===== config.mk =====
export PLATFORM = sky130hd
export DESIGN_NAME = bta_batch_scheduler
export DESIGN_NICKNAME = d
export VERILOG_FILES = /design/src/rtl/bta_batch_scheduler.sv
export SDC_FILE = /design/constraint.sdc
export NUM_CORES = 1
export LEC_CHECK = 0
export ABC_CLOCK_PERIOD_IN_PS = 2050
export CAP_MARGIN = 20
export CORE_UTILIZATION = 47
export CTS_CLUSTER_SIZE = 30
export DETAILED_ROUTE_END_ITERATION = 8
export PLACE_DENSITY = 0.87
export SLEW_MARGIN = 20
export SYNTH_ARGS = -nofsm -noshare
export SYNTH_HDL_FRONTEND = slang
export SYNTH_SLANG_ARGS = --single-unit

===== constraint.sdc =====
create_clock -name clk -period 2.05 [get_ports clk]
set_input_delay 0.205 -clock clk [delete_from_list [all_inputs] [get_ports clk]]
set_output_delay 0.205 -clock clk [all_outputs]
set_load 0.02 [all_outputs]

===== src/rtl/bta_batch_scheduler.sv =====
// Purpose : collects up to N operands into a buffer, launches one shared tree adder per batch,
//           then returns the captured sum. Outputs are decoded from flops only, with no input-to-output path.
// Latency : a full batch with back-to-back beats gives out_valid N+ADD_LAT+1 cycles after its first beat.
// Backpr. : in_ready is low from ISSUE through HOLD. The result is held until out_ready is seen.
//
// Ports:
//   clk, rst_n                   clock and asynchronous active-low reset
//   in_valid/in_ready/in_data    operand stream; in_last closes a partial batch; in_cin taken on the first beat
//   add_ops/add_cin/add_start    launch interface to the external adder (slot k = add_ops[k*M +: M])
//   add_sum/add_carry            adder result, valid ADD_LAT cycles after add_start
//   out_valid/out_ready          result handshake carrying out_sum, out_carry and out_count
//   busy                         high unless idle in COLLECT with an empty buffer
module bta_batch_scheduler #(
  parameter int N       = 8,
  parameter int M       = 16,
  parameter int ADD_LAT = 1
) (
  input  logic           clk,
  input  logic           rst_n,
  input  logic           in_valid,
  output logic           in_ready,
  input  logic [M-1:0]   in_data,
  input  logic           in_last,
  input  logic           in_cin,
  output logic [N*M-1:0] add_ops,
  output logic           add_cin,
  output logic           add_start,
  input  logic [M+2:0]   add_sum,
  input  logic           add_carry,
  output logic           out_valid,
  input  logic           out_ready,
  output logic [M+2:0]   out_sum,
  output logic           out_carry,
  output logic [3:0]     out_count,
  output logic           busy
);

  localparam int         WW  = (ADD_LAT > 1) ? $clog2(ADD_LAT) : 1;
  localparam logic [3:0] NM1 = 4'(N - 1);

  typedef enum logic [1:0] {COLLECT, ISSUE, WAIT, HOLD} state_t;

  state_t           state_q, state_d;
  logic [N*M-1:0]   slots_q;
  logic [3:0]       count_q;
  logic             cin_q;
  logic [WW-1:0]    wcnt_q;
  logic [M+2:0]     sum_q;
  logic             carry_q;
  logic [3:0]       ocount_q;

  // State register
  always_ff @(posedge clk or negedge rst_n) begin
    if (!rst_n) state_q <= COLLECT;
    else        state_q <= state_d;
  end

  // Next-state logic. In COLLECT, in_ready is always 1, so in_valid alone marks an accepted beat.
  always_comb begin
    state_d = state_q;
    case (state_q)
      COLLECT: if (in_valid && (in_last || count_q == NM1)) state_d = ISSUE;
      ISSUE:   state_d = WAIT;
      WAIT:    if (wcnt_q == '0) state_d = HOLD;
      HOLD:    if (out_ready) state_d = COLLECT;
      default: state_d = COLLECT;
    endcase
  end

  // Buffer, wait counter and result capture
  always_ff @(posedge clk or negedge rst_n) begin
    if (!rst_n) begin
      slots_q  <= '0;
      count_q  <= '0;
      cin_q    <= 1'b0;
      wcnt_q   <= '0;
      sum_q    <= '0;
      carry_q  <= 1'b0;
      ocount_q <= '0;
    end else begin
      case (state_q)
        COLLECT: begin
          if (in_valid) begin
            for (int k = 0; k < N; k++) begin
              if (count_q == 4'(k)) slots_q[k*M +: M] <= in_data;
            end
            if (count_q == 4'd0) cin_q <= in_cin;
            count_q <= count_q + 4'd1;
          end
        end
        ISSUE: wcnt_q <= WW'(ADD_LAT - 1);
        WAIT: begin
          if (wcnt_q == '0) begin
            sum_q    <= add_sum;
            carry_q  <= add_carry;
            ocount_q <= count_q;
          end else begin
            wcnt_q <= wcnt_q - 1'b1;
          end
        end
        HOLD: begin
          // Clearing the slots keeps a later partial batch from summing stale operands.
          if (out_ready) begin
            slots_q <= '0;
            count_q <= '0;
            cin_q   <= 1'b0;
          end
        end
        default: ;
      endcase
    end
  end

  // Output decode from flops only
  always_comb begin
    in_ready  = (state_q == COLLECT);
    add_start = (state_q == ISSUE);
    out_valid = (state_q == HOLD);
    busy      = (state_q != COLLECT) || (count_q != 4'd0);
    add_ops   = slots_q;
    add_cin   = cin_q;
    out_sum   = sum_q;
    out_carry = carry_q;
    out_count = ocount_q;
  end

endmodule


==> summary.txt, run 1 <==
Job
  • Max cap viols: 0

Detailed routing
  • Vias per inst: 5.85
  • Drt drc: 0
  • Drt initial violations: 474
  • DR vias: 4,823
  • Remaining antenna violation count: 0
  • WL/cell: 21.8 um
  • DRT Pass-1 Iters: 5
  • DRT Wirelength: 18,000 um

Floorplanning
  • Die ar.: 14,000 sq um
  • CORE AREA: 13,200 sq um
  • # rows: 42
  • IO Pins: 199
  • Die Ht: 118 um
  • Width of the die: 118 um
  • Starting Density: 48.1%

Synth
  • Cell Area, Synth: 6350 sq um
  • Ys Warns: 0
  • Syn Nets: 484
  • Number of synthesized flops with an enable pin: 0
  • #FFs+latches synth: 159
  • Async S/R FF share, synth: 100%
  • Synth cell count leaders: dfrtp_1 (159), a22o_1 (120), mux2_2 (24)
  • Register area share after synthesis: 62.7%
  • Leading area contributor after synthesis: dfrtp_1
  • Most common cell in the netlist: dfrtp_1
  • Top post-synthesis cells by area: dfrtp_1 (63%), a22o_1 (17%), mux2_2 (4.3%), a31oi_4 (2.7%), buf_2 (1.6%)
  • Mean post-synth cell area: 14.6 sq um
  • Synth top area share: 62.7%
  • Top_reg_cell synth: dfrtp_1
  • Distinct cells, synth: 35
  • Synth Instances: 434

Timing
  • Clock skew: 0.00645 ns
  • Final hold vios: 0
  • Relative slew slack: 62.5%
  • Peak Freq: 514 MHz
  • Setup total negative slack: 0 ns
  • RSZ-0062 raised after global routing: false
  • Post-layout min period: 1.94 ns
  • Final period util: 94.9%
  • Worst Hold Slack: 0.290 ns
  • Final Max Slew Viols: 0
  • Slew at the pin closest to its max-slew limit: 0.562 ns
  • Final setup vio count: 0

Worst setup path
  • Critical path class: reg2out
  • Slowest CP cell: dfrtp_1
  • Crit path DAT: 1.74 ns
  • Crit path max-delay family: buffers and inverters
  • Required time of the critical path: 1.85 ns
  • Crit path largest cell delay: 0.48 ns
  • Worst path cell trace: buf_4 > nor3b_4 > nand2_1 > dlygate4sd2_1
  • Startpoint Class: flip-flop
  • CP bufs+invs: 2
  • Endpoint class of the critical path: primary output
  • CP max FO: 5

Power and ir drop
  • P_leak: 4.14 nW
  • Max IR drop VDD: 0.929 mV
  • PwrDens: 1530 nW/um^2

Clocking
  • CTS max path bufs: 2
  • TritonCTS buffer count: 17
  • TritonCTS clock tree: yes
  • H-tree Lvls: 4
  • Root Buffer: clkbuf_16
  • Worst-skew pair later-pin latency: 0.41 ns
  • Sink Count: 159
  • Worst-path clk slew: 0.06 ns

Cells and area
  • Final Core Density: 70.2%
  • Fillers: 908
  • Layout cells sized above 1: 16.5%
  • Layout net count: 685
  • Area growth from synthesis to layout: 45.9%
  • ANT cells: 0

Global routing
  • Antenna violations before repair: 0
  • Largest net degree at the start of global routing: 51
  • Overall fraction of global-route tracks in use: 27.0%
  • Total grt overflow: 0
  • Vias in the first global route: 4,864
  • First-pass GRT wire length: 28,500 um

Outcome
  • Status: complete, no violations

Worst hold path
  • Hold/Removal Path Class: in2async

Place
  • PortBufs: 198
  • GPL Wtd Cong: 0.883
  • HPWL Detailed: 12,600 um
## area by class of cell
cell class	count	area, sq um	share of cell area (%)
clock buffers	19	443	4.78
clock inverters	13	185	2.00
inverters	7	26.3	0.284
multi-input cells	220	2090	22.6
flip-flops and latches	159	3980	43.0
well taps	176	220	2.38
repair buffers	230	2310	25.0
## state kept, by name, indices dropped and copies added (netlist names)
name	count
out_carry	1
out_sum	19
add_ops	128
state_q	2
count_q	4
out_count	4
add_cin	1
## layer usage
| layer | share of wire (%) | vias up | track usage [%] |
|---|---|---|---|
| met5 | 0 | - | 0 |
| met4 | 2.2 | 0 | 11.7 |
| met3 | 7.0 | 29 | 6.23 |
| met2 | 49 | 286 | 41.2 |
| met1 | 42 | 2462 | 37.1 |
| li1 | - | 2046 | - |
## power breakdown
part	switching [mW]	internal, mW
Combinational	3.12	2.96
Clock	1.26	2.07
Sequential	0.677	4.07
## cell usage in the layout, fill, tap and decap left out, drive strengths merged, types with 4 or more instances in the layout
| cell | n |
|---|---|
| clkdlybuf4s50 | 194 |
| dfrtp | 159 |
| a22o | 120 |
| buf | 32 |
| mux2 | 25 |
| clkbuf | 19 |
| and2 | 16 |
| inv | 9 |
| a31oi | 8 |
| a32o | 8 |
| ha | 8 |
| and3b | 6 |
| clkinvlp | 5 |
| nor3b | 4 |
| o21ai | 4 |
| bufinv | 4 |
## worst paths after layout
| path | from | to | slack (ns) | depth (start not counted) |
|---|---|---|---|---|
| max | count_q[3]$_DFFE_PN0P_ | busy | 0.11 | 4 |
| min | rst_n | add_ops[83]$_DFFE_PN0P_ | 0.29 | 2 |
| max reg2reg | count_q[3]$_DFFE_PN0P_ | add_cin$_DFFE_PN0P_ | 0.15 | 5 |
| min reg2reg | add_ops[118]$_DFFE_PN0P_ | add_ops[118]$_DFFE_PN0P_ | 0.50 | 1 |
| max in group asynchronous | rst_n | count_q[2]$_DFFE_PN0P_ | 1.06 | 3 |
| min in group clk | add_sum[7] | out_sum[7]$_DFFE_PN0P_ | 0.40 | 2 |
## what timing repair did
| action | in CTS | in global routing |
|---|---|---|
| endpoints found under the hold margin | 45 | 0 |
| gates resized for setup | 5 | 5 |
| cloned | 0 | 0 |
| setup buffers | 0 | 6 |
| endpoints found under the setup margin | 17 | 55 |
| hold buffers | 1 | 0 |
## cells by family after synthesis
| logic type | share of synthesized area [%] |
|---|---|
| AO/OA/AOI/OAI | 21.9 |
| adder cells (fa/ha/maj) | 1.58 |
| buffers and inverters | 4.42 |
| flip-flops | 62.7 |
| multiplexers | 4.59 |
| AND/OR/NAND/NOR | 4.77 |
## per-stage QoR
step           worst slack [ns]  std cells  area (sq um)  power [mW]
4_1_cts                 0.00112        818          9190        14.1
3_3_place_gp            -0.0184        785          8560        10.6
2_1_floorplan            0.0993        434          6350        7.90
3_5_place_dp            -0.0506        785          8560        10.8
5_1_grt                  0.0269        824          9260        14.7
6_report                  0.105        824          9260        14.1
Note: power is estimated with default switching activity, not from simulation.
==> run 2: changes to the inputs <==
--- a/config.mk
+++ b/config.mk
@@ -5,12 +5,13 @@
 export SDC_FILE = /design/constraint.sdc
 export NUM_CORES = 1
 export LEC_CHECK = 0
+export ABC_AREA = 1
 export ABC_CLOCK_PERIOD_IN_PS = 2050
 export CAP_MARGIN = 20
 export CORE_UTILIZATION = 47
 export CTS_CLUSTER_SIZE = 30
 export DETAILED_ROUTE_END_ITERATION = 8
-export PLACE_DENSITY = 0.87
+export PLACE_DENSITY = 0.86
 export SLEW_MARGIN = 20
 export SYNTH_ARGS = -nofsm -noshare
 export SYNTH_HDL_FRONTEND = slang
==> run 2 against run 1 <==
Against the previous run:
- first-iteration DRC count increased by 42%
- register-to-register slack got worse by 0.02 ns
- via count increased by 26%
- fmax decreased by 2.1%
- clock power increased by 6.3%
==> summary.txt, run 2 <==
Global routing
  • Largest net degree at the start of global routing: 63 (was 51)
  • First-pass GRT wire length: 32,100 um (was 28,500 um)
  • Vias in the first global route: 5,899 (was 4,864)
  • Antenna violations before repair: 0 (unchanged)
  • Overall fraction of global-route tracks in use: 29.7% (was 27.0%)
  • Total grt overflow: 0 (unchanged)

Detailed routing
  • DR vias: 6,064 (was 4,823)
  • Drt initial violations: 674 (was 474)
  • DR WL met3: 1950 um (was 1260 um)
  • Drt drc: 0 (unchanged)
  • Remaining antenna violation count: 0 (unchanged)
  • WL/cell: 18.1 um (was 21.8 um)
  • DRT Pass-1 Iters: 5 (unchanged)
  • DRT Wirelength: 20,700 um (was 18,000 um)
  • Met2 WL: 10,100 um (was 8760 um)
  • Highest Signal Layer: met4 (unchanged)
  • M1 WL: 8140 um (was 7540 um)
  • Vias per inst: 5.31 (was 5.85)

Clocking
  • TritonCTS buffer count: 17 (unchanged)
  • CTS max path bufs: 2 (unchanged)
  • Worst-path clk slew: 0.06 ns (about the same)
  • TritonCTS clock tree: yes (unchanged)
  • H-tree Lvls: 4 (unchanged)
  • Sink Count: 159 (unchanged)
  • Worst-skew pair later-pin latency: 0.42 ns (was 0.41 ns)
  • Root Buffer: clkbuf_16 (unchanged)

Worst setup path
  • FF-to-FF Start: state_q[1]$_DFFE_PN0P_ (was count_q[3]$_DFFE_PN0P_)
  • Crit path largest cell delay: 0.62 ns (was 0.48 ns)
  • Required time of the critical path: 1.85 ns (about the same)
  • CP max FO: 4 (was 5)
  • Worst path cell trace: inv_1 > ha_1 > clkdlybuf4s50_1 (was buf_4 > nor3b_4 > nand2_1 > dlygate4sd2_1)
  • Reg2reg end: add_ops[126]$_DFFE_PN0P_ (was add_cin$_DFFE_PN0P_)
  • Startpoint Class: flip-flop (unchanged)
  • R2r setup slk: 0.13 ns (was 0.15 ns)
  • Reg2reg path depth: 8 (was 5)
  • Endpoint class of the critical path: primary output (unchanged)
  • Critical path class: reg2out (unchanged)
  • Crit path DAT: 1.78 ns (was 1.74 ns)
  • Slowest CP cell: clkdlybuf4s50_1 (was dfrtp_1)

Cells and area
  • Most common cell after layout, fill and taps aside: nand2_1 (was clkdlybuf4s50_1)
  • Max reg flops: 128 (unchanged)
  • Commonest cells after routing, fill and taps aside: nand2_1 (277), clkdlybuf4s50_1 (194), dfrtp_1 (159), nand3_1 (140), buf_4 (46) (was clkdlybuf4s50_1 (194), dfrtp_1 (158), a22o_1 (120), mux2_2 (24), buf_4 (24))
  • Area growth from synthesis to layout: 47.0% (was 45.9%)
  • ANT cells: 0 (unchanged)
  • Layout cells sized above 1: 12.9% (was 16.5%)
  • Fillers: 975 (was 908)
  • Layout net count: 1,000 (was 685)

Synth
  • Top post-synthesis cells by area: dfrtp_1 (60%), nand2_1 (16%), nand3_1 (11%), mux2_2 (3.4%), buf_4 (1.8%) (was dfrtp_1 (63%), a22o_1 (17%), mux2_2 (4.3%), a31oi_4 (2.7%), buf_2 (1.6%))
  • #FFs+latches synth: 159 (unchanged)
  • Number of synthesized flops with an enable pin: 0 (unchanged)
  • Synth Instances: 718 (was 434)
  • Synth cell count leaders: nand2_1 (280), dfrtp_1 (159), nand3_1 (140) (was dfrtp_1 (159), a22o_1 (120), mux2_2 (24))
  • Distinct cells, synth: 22 (was 35)
  • Register area share after synthesis: 59.9% (was 62.7%)
  • Async S/R FF share, synth: 100% (unchanged)
  • Syn Nets: 768 (was 484)
  • Mean post-synth cell area: 9.25 sq um (was 14.6 sq um)
  • Ys Warns: 0 (unchanged)
  • Most common cell in the netlist: nand2_1 (was dfrtp_1)
  • Cell Area, Synth: 6640 sq um (was 6350 sq um)
  • Top_reg_cell synth: dfrtp_1 (unchanged)
  • Leading area contributor after synthesis: dfrtp_1 (unchanged)
  • Synth top area share: 59.9% (was 62.7%)

Timing
  • Post-layout min period: 1.99 ns (was 1.94 ns)
  • Peak Freq: 503 MHz (was 514 MHz)
  • Setup ws final: 0.0634 ns (was 0.105 ns)
  • Relative slew slack: 59.4% (was 62.5%)
  • RSZ-0062 raised after global routing: false (unchanged)
  • Clock skew: 0.00943 ns (was 0.00645 ns)
  • Final hold vios: 0 (unchanged)
  • Slew at the pin closest to its max-slew limit: 0.610 ns (was 0.562 ns)
  • Final setup vio count: 0 (unchanged)
  • Final period util: 96.9% (was 94.9%)
  • Final Max Slew Viols: 0 (unchanged)

Place
  • Setup Slack @ Placement: 0.00123 ns (was -0.0506 ns)
  • GPL Wtd Cong: 0.834 (was 0.883)
  • HPWL Detailed: 14,000 um (was 12,600 um)
  • PortBufs: 198 (unchanged)

Job
  • Max cap viols: 0 (unchanged)

Floorplanning
  • # rows: 43 (was 42)
  • Starting Density: 48.0% (was 48.1%)
  • Die ar.: 14,600 sq um (was 14,000 sq um)
  • Width of the die: 121 um (was 118 um)
  • Die Ht: 121 um (was 118 um)
  • IO Pins: 199 (unchanged)
  • CORE AREA: 13,800 sq um (was 13,200 sq um)

Power and ir drop
  • Max IR drop VDD: 1.05 mV (was 0.929 mV)
  • PwrDens: 2070 nW/um^2 (was 1530 nW/um^2)
  • P_leak: 4.89 nW (was 4.14 nW)
  • Pwr Total: 20.2 mW (was 14.1 mW)

Worst hold path
  • Hold/Removal Path Class: in2async (unchanged)

Outcome
  • Status: complete, no violations (unchanged)
run 2: worst max path at each step:
stage,start,end,slack [ns],cells after the start
finish,state_q[1]$_DFFE_PN0P_,add_start,0.06,3
global route,state_q[1]$_DFFE_PN0P_,add_start,0.01,3
CTS,state_q[1]$_DFFE_PN0P_,busy,-0.12,5
detailed placement,state_q[1]$_DFFE_PN0P_,add_ops[126]$_DFFE_PN0P_,0.001,8
global placement,in_valid,add_ops[101]$_DFFE_PN0P_,0.12,8
floorplan,state_q[0]$_DFFE_PN0P_,add_ops[80]$_DFFE_PN0P_,0.27,10
run 2: cell type report:
cell class / count / area [sq um] / share of cell area, %
repair buffers: 251 / 2440 / 25.0
inverters: 27 / 101 / 1.04
flip-flops and latches: 159 / 3980 / 40.7
clock buffers: 19 / 453 / 4.64
multi-input cells: 494 / 2350 / 24.1
clock inverters: 13 / 210 / 2.15
well taps: 180 / 225 / 2.31
run 2: report_power, final:
group	total [mW]	internal (mW)	switching [mW]
clock network	3.54	2.23	1.31
logic	11.0	4.57	6.41
registers	5.67	4.68	0.994
run 2: metal layers:
metal,up-vias,global-route usage (%)
met5,-,0
met4,0,10.9
met3,38,8.55
met2,321,48.2
met1,2943,37.8
li1,2762,-
run 2: metrics by stage:
stage	util, %	TNS, ns	hold slack, ns	instance area, sq um	std cells
finish	70.6	0	0.347	9760	1143
floorplan	-	0	-0.0906	6640	718
CTS	70.1	-0.139	0.350	9690	1136
detailed placement	65.2	0	0.235	9010	1103
global placement	65.2	0	0.228	9010	1103
global route	70.6	0	0.375	9760	1143
run 2: worst max-delay path: cells and delay by family (launching register included):
family     cells  cell delay (ns)
buf+inv        2             0.76
flops          1             0.44
fa+ha+maj      1             0.17
run 2: cells by family (layout without fill, tap and decap cells):
logic type	count (synthesis)	count (layout)	share of synthesized area (%)
AOI/OAI and AO/OA	8	8	0.603
xor gates and xnor gates	1	1	0.132
adders and majority gates	8	8	1.51
buffers and inverters	65	310	4.96
DFF	159	159	59.9
muxes	20	20	3.39
and+or+nand+nor	457	457	29.5
run 2: timing repair:
| action | CTS | global route |
|---|---|---|
| buffers inserted | 0 | 7 |
| endpoints found under the setup margin | 51 | 75 |
| gates resized for setup | 7 | 5 |
| pin swaps | 0 | 1 |
| hold buffers | 1 | 0 |
| hold endpoints to repair | 59 | 0 |
